$ cat src/rtl/fft_pkg.sv
// Shared constants, complex-word helpers and controller state
// encoding for the in-place radix-2 FFT datapath.
package fft_pkg;

  localparam int FFT_POINTS    = 1024;
  localparam int LOG2_N        = 10;
  localparam int DATA_WIDTH    = 24;
  localparam int TWIDDLE_WIDTH = 24;
  localparam int BFLY_LATENCY  = 3;

  typedef enum logic [1:0] {
    ST_IDLE,
    ST_RUN,
    ST_DRAIN,
    ST_DONE
  } ctrl_state_e;

  function automatic logic [2*DATA_WIDTH-1:0] cplx_pack(
    input logic signed [DATA_WIDTH-1:0] re,
    input logic signed [DATA_WIDTH-1:0] im
  );
    return {re, im};
  endfunction

  function automatic logic signed [DATA_WIDTH-1:0] cplx_re(
    input logic [2*DATA_WIDTH-1:0] w
  );
    return w[2*DATA_WIDTH-1 -: DATA_WIDTH];
  endfunction

  function automatic logic signed [DATA_WIDTH-1:0] cplx_im(
    input logic [2*DATA_WIDTH-1:0] w
  );
    return w[DATA_WIDTH-1:0];
  endfunction

endpackage

$ cat src/rtl/fft_addr_gen.sv
// Butterfly operand and twiddle addressing for one DIT stage:
// stage s, butterfly k -> (addr_a, addr_b, tw_addr).
module fft_addr_gen #(
  parameter int LOG2_N = 10,
  parameter int SW     = 4
) (
  input  logic [SW-1:0]     stage,
  input  logic [LOG2_N-2:0] k,
  output logic [LOG2_N-1:0] addr_a,
  output logic [LOG2_N-1:0] addr_b,
  output logic [LOG2_N-2:0] tw_addr
);

  logic [LOG2_N-1:0] kx;
  logic [LOG2_N-1:0] half;
  logic [LOG2_N-1:0] pos;
  logic [LOG2_N-1:0] grp;
  logic [LOG2_N-1:0] tw_full;

  always_comb begin
    kx      = {1'b0, k};
    half    = LOG2_N'(1) << stage;
    pos     = kx & (half - LOG2_N'(1));
    grp     = kx >> stage;
    addr_a  = ((grp << stage) << 1) | pos;
    addr_b  = addr_a | half;
    tw_full = pos << (LOG2_N - 1 - int'(stage));
    tw_addr = tw_full[LOG2_N-2:0];
  end

endmodule

$ cat src/rtl/fft_stage_controller.sv
// In-place radix-2 DIT FFT sequencer: walks all stages, feeds the
// butterfly from RAM/ROM and writes its results back in place.
module fft_stage_controller #(
  parameter int FFT_POINTS    = fft_pkg::FFT_POINTS,
  parameter int LOG2_N        = fft_pkg::LOG2_N,
  parameter int DATA_WIDTH    = fft_pkg::DATA_WIDTH,
  parameter int TWIDDLE_WIDTH = fft_pkg::TWIDDLE_WIDTH,
  parameter int BFLY_LATENCY  = fft_pkg::BFLY_LATENCY
) (
  input  logic                       clk,
  input  logic                       reset_n,
  input  logic                       i_start,
  output logic                       o_busy,
  output logic                       o_done,
  output logic                       o_rd_en,
  output logic [LOG2_N-1:0]          o_rd_addr_a,
  output logic [LOG2_N-1:0]          o_rd_addr_b,
  input  logic [2*DATA_WIDTH-1:0]    i_rd_data_a,
  input  logic [2*DATA_WIDTH-1:0]    i_rd_data_b,
  output logic [LOG2_N-2:0]          o_tw_addr,
  input  logic [2*TWIDDLE_WIDTH-1:0] i_twiddle,
  output logic                       o_bf_start,
  output logic [2*DATA_WIDTH-1:0]    o_bf_data_a,
  output logic [2*DATA_WIDTH-1:0]    o_bf_data_b,
  output logic [2*TWIDDLE_WIDTH-1:0] o_bf_twiddle,
  input  logic [2*DATA_WIDTH-1:0]    i_bf_data_a,
  input  logic [2*DATA_WIDTH-1:0]    i_bf_data_b,
  input  logic                       i_bf_valid,
  output logic                       o_wr_en,
  output logic [LOG2_N-1:0]          o_wr_addr_a,
  output logic [LOG2_N-1:0]          o_wr_addr_b,
  output logic [2*DATA_WIDTH-1:0]    o_wr_data_a,
  output logic [2*DATA_WIDTH-1:0]    o_wr_data_b
);
  import fft_pkg::*;

  localparam int KW     = LOG2_N - 1;
  localparam int SW     = (LOG2_N > 1) ? $clog2(LOG2_N) : 1;
  localparam int HALF_N = FFT_POINTS / 2;
  localparam int DL     = BFLY_LATENCY + 1;

  ctrl_state_e state, state_nxt;

  logic [SW-1:0]     stage;
  logic [KW-1:0]     k;
  logic [LOG2_N-1:0] wr_cnt;
  logic              bf_start_q;
  logic [LOG2_N-1:0] dl_a [DL];
  logic [LOG2_N-1:0] dl_b [DL];

  logic [LOG2_N-1:0] addr_a;
  logic [LOG2_N-1:0] addr_b;
  logic [KW-1:0]     tw_addr;

  logic run, active, wr_fire;
  logic last_k, last_wr, last_stage;

  fft_addr_gen #(
    .LOG2_N (LOG2_N),
    .SW     (SW)
  ) u_addr_gen (
    .stage   (stage),
    .k       (k),
    .addr_a  (addr_a),
    .addr_b  (addr_b),
    .tw_addr (tw_addr)
  );

  assign run        = (state == ST_RUN);
  assign active     = run || (state == ST_DRAIN);
  assign wr_fire    = active && i_bf_valid;
  assign last_k     = (k == KW'(HALF_N - 1));
  assign last_wr    = wr_fire && (wr_cnt == LOG2_N'(HALF_N - 1));
  assign last_stage = (stage == SW'(LOG2_N - 1));

  always_comb begin
    state_nxt = state;
    unique case (state)
      ST_IDLE:  if (i_start) state_nxt = ST_RUN;
      ST_RUN:   if (last_k) state_nxt = ST_DRAIN;
      ST_DRAIN: begin
        if (last_wr) state_nxt = last_stage ? ST_DONE : ST_RUN;
      end
      ST_DONE:  state_nxt = ST_IDLE;
      default:  state_nxt = ST_IDLE;
    endcase
  end

  always_ff @(posedge clk or negedge reset_n) begin
    if (!reset_n) begin
      state      <= ST_IDLE;
      stage      <= '0;
      k          <= '0;
      wr_cnt     <= '0;
      bf_start_q <= 1'b0;
      for (int i = 0; i < DL; i++) begin
        dl_a[i] <= '0;
        dl_b[i] <= '0;
      end
    end else begin
      state      <= state_nxt;
      bf_start_q <= run;
      k          <= run ? k + KW'(1) : '0;
      if (state == ST_IDLE) stage <= '0;
      else if (last_wr && !last_stage) stage <= stage + SW'(1);
      if (!active || last_wr) wr_cnt <= '0;
      else if (wr_fire) wr_cnt <= wr_cnt + LOG2_N'(1);
      // addresses ride alongside the butterfly pipeline
      dl_a[0] <= run ? addr_a : '0;
      dl_b[0] <= run ? addr_b : '0;
      for (int i = 1; i < DL; i++) begin
        dl_a[i] <= dl_a[i-1];
        dl_b[i] <= dl_b[i-1];
      end
    end
  end

  assign o_busy       = active;
  assign o_done       = (state == ST_DONE);
  assign o_rd_en      = run;
  assign o_rd_addr_a  = run ? addr_a : '0;
  assign o_rd_addr_b  = run ? addr_b : '0;
  assign o_tw_addr    = run ? tw_addr : '0;
  assign o_bf_start   = bf_start_q;
  assign o_bf_data_a  = bf_start_q ? i_rd_data_a : '0;
  assign o_bf_data_b  = bf_start_q ? i_rd_data_b : '0;
  assign o_bf_twiddle = bf_start_q ? i_twiddle : '0;
  assign o_wr_en      = wr_fire;
  assign o_wr_addr_a  = wr_fire ? dl_a[DL-1] : '0;
  assign o_wr_addr_b  = wr_fire ? dl_b[DL-1] : '0;
  assign o_wr_data_a  = wr_fire ? i_bf_data_a : '0;
  assign o_wr_data_b  = wr_fire ? i_bf_data_b : '0;

endmodule

$ cat config.mk
export PLATFORM = sky130hd
export DESIGN_NAME = fft_stage_controller
export DESIGN_NICKNAME = d
export VERILOG_FILES = /design/src/rtl/fft_pkg.sv /design/src/rtl/fft_addr_gen.sv /design/src/rtl/fft_stage_controller.sv
export SDC_FILE = /design/constraint.sdc
export NUM_CORES = 1
export LEC_CHECK = 0
export ABC_AREA = 1
export CAP_MARGIN = 20
export CORE_AREA = 5 5 206 208
export DETAILED_ROUTE_END_ITERATION = 10
export DIE_AREA = 0 0 211 213
export PLACE_DENSITY = 0.47
export SLEW_MARGIN = 20
export SYNTH_ARGS = -nofsm -noshare
export SYNTH_HDL_FRONTEND = slang
export SYNTH_SLANG_ARGS = --single-unit
$ cat constraint.sdc
create_clock -name clk -period 2.99 [get_ports clk]
set_input_delay 0.598 -clock clk [delete_from_list [all_inputs] [get_ports clk]]
set_output_delay 0.598 -clock clk [all_outputs]
set_load 0.01 [all_outputs]
==> results.md <==
- CP Class: flip-flop to primary output
- Largest net degree at the start of global routing: 73
- Cell variety after synth: 36
- CP arrival: 2.49 ns
- Syn nets: 1331
- CP peak stage delay: 0.47 ns
- WP depth: 14
- Initial antenna violation count: 16
- Proportion of synthesized area in mux cells: 0
- Critical-path cell list: buf_6, ha_4, buf_6, o21ai_4, nand2_2, inv_2, a21oi_2, nor2_2, buf_6, nand3_2, nand2_2, nand3_2, a21oi_2, buf_2
- Die H: 213 um
- Failing checks: negative setup slack
- Root Driver: clkbuf_16
- Die area: 44900 um^2
- Synth Area in Adders: 0.0312
- Drt pass-1 iters: 6
- CTS sink count: 106
- GRT Total Usage: 0.229
- Synth Flop Type: dfrtp_1
- CTS tree: yes
- Comb pwr share: 0.658
- H-tree levels: 3
- Switching power: 3.83 mW
- Worst slew margin: 0.637
- Cell taking the most area after synthesis: dfrtp_1
- CTS Buffer Depth: 2
- Core Box Area: 40400 um^2
- Reg2reg setup slack: 0.59 ns
- Setup Viol. Count Final: 5
- Max VDD drop: 0.000324 V
- Placed Instance Area: 13600 um^2
- Register area share after synthesis: 0.389
- Synth top cells by count: inv_1 (309), nand2_1 (255), nor2_1 (164), dfrtp_1 (106), nand3_1 (50)
- P_leak: 7.82 nW
- FF+latch count, synth: 106
- Buffers plus inverters on the worst setup path: 5
- CP most frequent cell: buf_6
- CP Capture Type: primary output
- Reg-to-reg endpoint: stage[3]
- Clock power share: 0.150
- Clock-pin slew on the worst setup and hold paths: 0.08 ns
- Top Ports: 538
- Largest family of logic cells by synthesized area: simple AND/OR/NAND/NOR gates
- Yosys top cell area share: 0.389
- Int Power: 4.83 mW
- Worst Reg-to-Reg Cells: 12
- Cell area after layout: 14600 um^2
- Number of remaining DRC errors: 0
- WP data required: 2.39 ns
- CP startpoint kind: flip-flop
- Total power: 8.66 mW
- Vias in the first global route: 8937
- EDFF count, synth: 0
- Worst setup path start: stage[0]
- P&R area growth vs syn: 115%
- Maxcap violations: 0
- Global-route wire length before repair: 71.9 mm
- Starting density of the core: 0.169
- Cell area after synthesis: 6810 um^2
- Worst Setup EP: o_tw_addr[8]
- RePlAce Congestion: 0.925
- Worst Clk Skew: 0.0102 ns
- CP max-delay cell: dfrtp_2
- Worst slew pin tran: 0.544 ns
- Post-Syn Instances: 1070
- Ranking of synthesized cells by area: dfrtp_1 (39%), inv_1 (17%), nand2_1 (14%)
- Fin worst setup slack: -0.0935 ns
- Vias per cell: 3.99
- Avg Inst Size Synth: 6.36 um^2
- Vias: 8862
- DP Worst Slack: -0.232 ns
- Port-buffer cells: 537
- Final Cycle Share: 1.03
- GR Overflow Total: 0
- Sw Share: 0.442
- Crit path time final: 3.08 ns
- Worst min-delay path category: input pin to async pin
- Post-synthesis xor/xnor area fraction: 0.00129
- DRT antenna net count: 0
- Post-synthesis compound-gate area fraction: 0.0614
- Top Family by Delay on Critical Path: buffers and inverters
- CTS Buf Count: 9
- Final HPWL DP: 47.9 mm
- Ys async rst share: 1.00
- Status: finished with violations
- Routed len/inst: 24.6 um
- Nets: 1940
- Layout cells sized above 1: 0.172
- Die W: 211 um
- Pwr dens: 592 nW/um^2
- Slew Limit Fails: 0
- Count leader, synth: inv_1
- Final hold viol count: 0
- Setup TNS Final: -0.281 ns
- Total wire length: 54.7 mm
- First DRT Iteration DRCs: 557
- Fillers: 4317
- # rows: 74
- Worst Path Max Fanout: 4
- Unrepaired setup endpoints after global routing: yes
- YS warnings: 0
- Max Clk Rate: 324 MHz
- Reg-to-reg startpoint: state[0]
- Post-synthesis simple-gate area fraction: 0.311
- Register share of total power: 0.192
- Worst skew pair latency: 0.36 ns
-- state kept, by name, indices dropped and copies added, names as in the netlist --
name / count
dl_a: 40
dl_b: 40
k: 9
o_bf_start: 1
stage: 4
state: 2
wr_cnt: 10
-- routing by layer --
metal	part of all wire	vias to the layer above	GRT usage
met5	0.00038	-	0
met4	0.018	4	0.0469
met3	0.16	47	0.169
met2	0.40	405	0.304
met1	0.42	4114	0.297
li1	-	4292	-
-- logic make-up after synthesis --
| group | count (synthesis) |
|---|---|
| compound gates | 76 |
| xor+xnor | 1 |
| fa+ha+maj | 17 |
| buf+inv | 361 |
| flops | 106 |
| simple gates | 509 |
-- power groups by stage --
| stage | registers [mW] | clock network, mW | logic [mW] |
|---|---|---|---|
| 6_report | 1.66 | 1.30 | 5.70 |
| 5_1_grt | 1.68 | 1.41 | 6.16 |
| 4_1_cts | 1.67 | 1.36 | 5.70 |
| 3_5_place_dp | 1.70 | 0 | 5.65 |
| 3_3_place_gp | 1.70 | 0 | 5.67 |
| 2_1_floorplan | 1.61 | 0 | 1.82 |
-- area by class of cell --
class | count | area (um^2) | area share
diodes | 6 | 15.0 | 0.00103
clock buffers | 9 | 225 | 0.0154
clock inverters | 7 | 108 | 0.00736
inverters | 316 | 1210 | 0.0825
multi-input cells | 603 | 3190 | 0.218
flip-flops and latches | 106 | 2660 | 0.182
well taps | 532 | 666 | 0.0455
repair buffers | 643 | 6560 | 0.448
-- worst min path at each step --
stage / startpoint / endpoint / slack, ns / cells after the start
finish: reset_n / stage[2] / 0.21 / 1
global route: reset_n / stage[2] / 0.24 / 1
CTS: reset_n / dl_a[35] / 0.22 / 1
detailed placement: dl_a[28] / dl_a[18] / 0.33 / 0
global placement: dl_b[24] / dl_b[14] / 0.33 / 0
floorplan: reset_n / dl_a[0] / 0.30 / 0
-- through the flow --
step	hold WS (ns)	util	std cells
finish	0.206	0.362	2222
global placement	0.334	0.337	2171
global route	0.240	0.362	2221
detailed placement	0.335	0.337	2171
CTS	0.219	0.354	2203
floorplan	0.302	-	1070
-- cells in the final DEF (no fill, tap or decap), types with 5 or more instances in the layout --
cell type	count
nand2_2	22
nand3_2	15
buf_6	16
diode_2	6
ha_1	11
dfrtp_1	101
nand3_1	37
nor3_1	8
nand4_1	11
nor2_1	156
a21oi_1	14
nor2_2	6
nand2_1	234
a21oi_2	7
o211ai_1	5
inv_1	301
buf_12	37
clkdlybuf4s15_2	6
nor2_4	7
buf_4	88
inv_2	9
o21ai_0	21
ha_4	6
o21ai_1	5
buf_2	9
clkdlybuf4s50_1	441
clkbuf_16	9
o21ai_2	8
dlygate4sd2_1	32
-- timing repair --
action | CTS | global route
pin swaps | 29 | 36
hold buffers | 0 | 0
resized for setup | 198 | 77
buffers inserted | 16 | 13
cloned | 1 | 0
setup endpoints to repair | 121 | 71
Note: power is estimated with default switching activity, not from simulation.
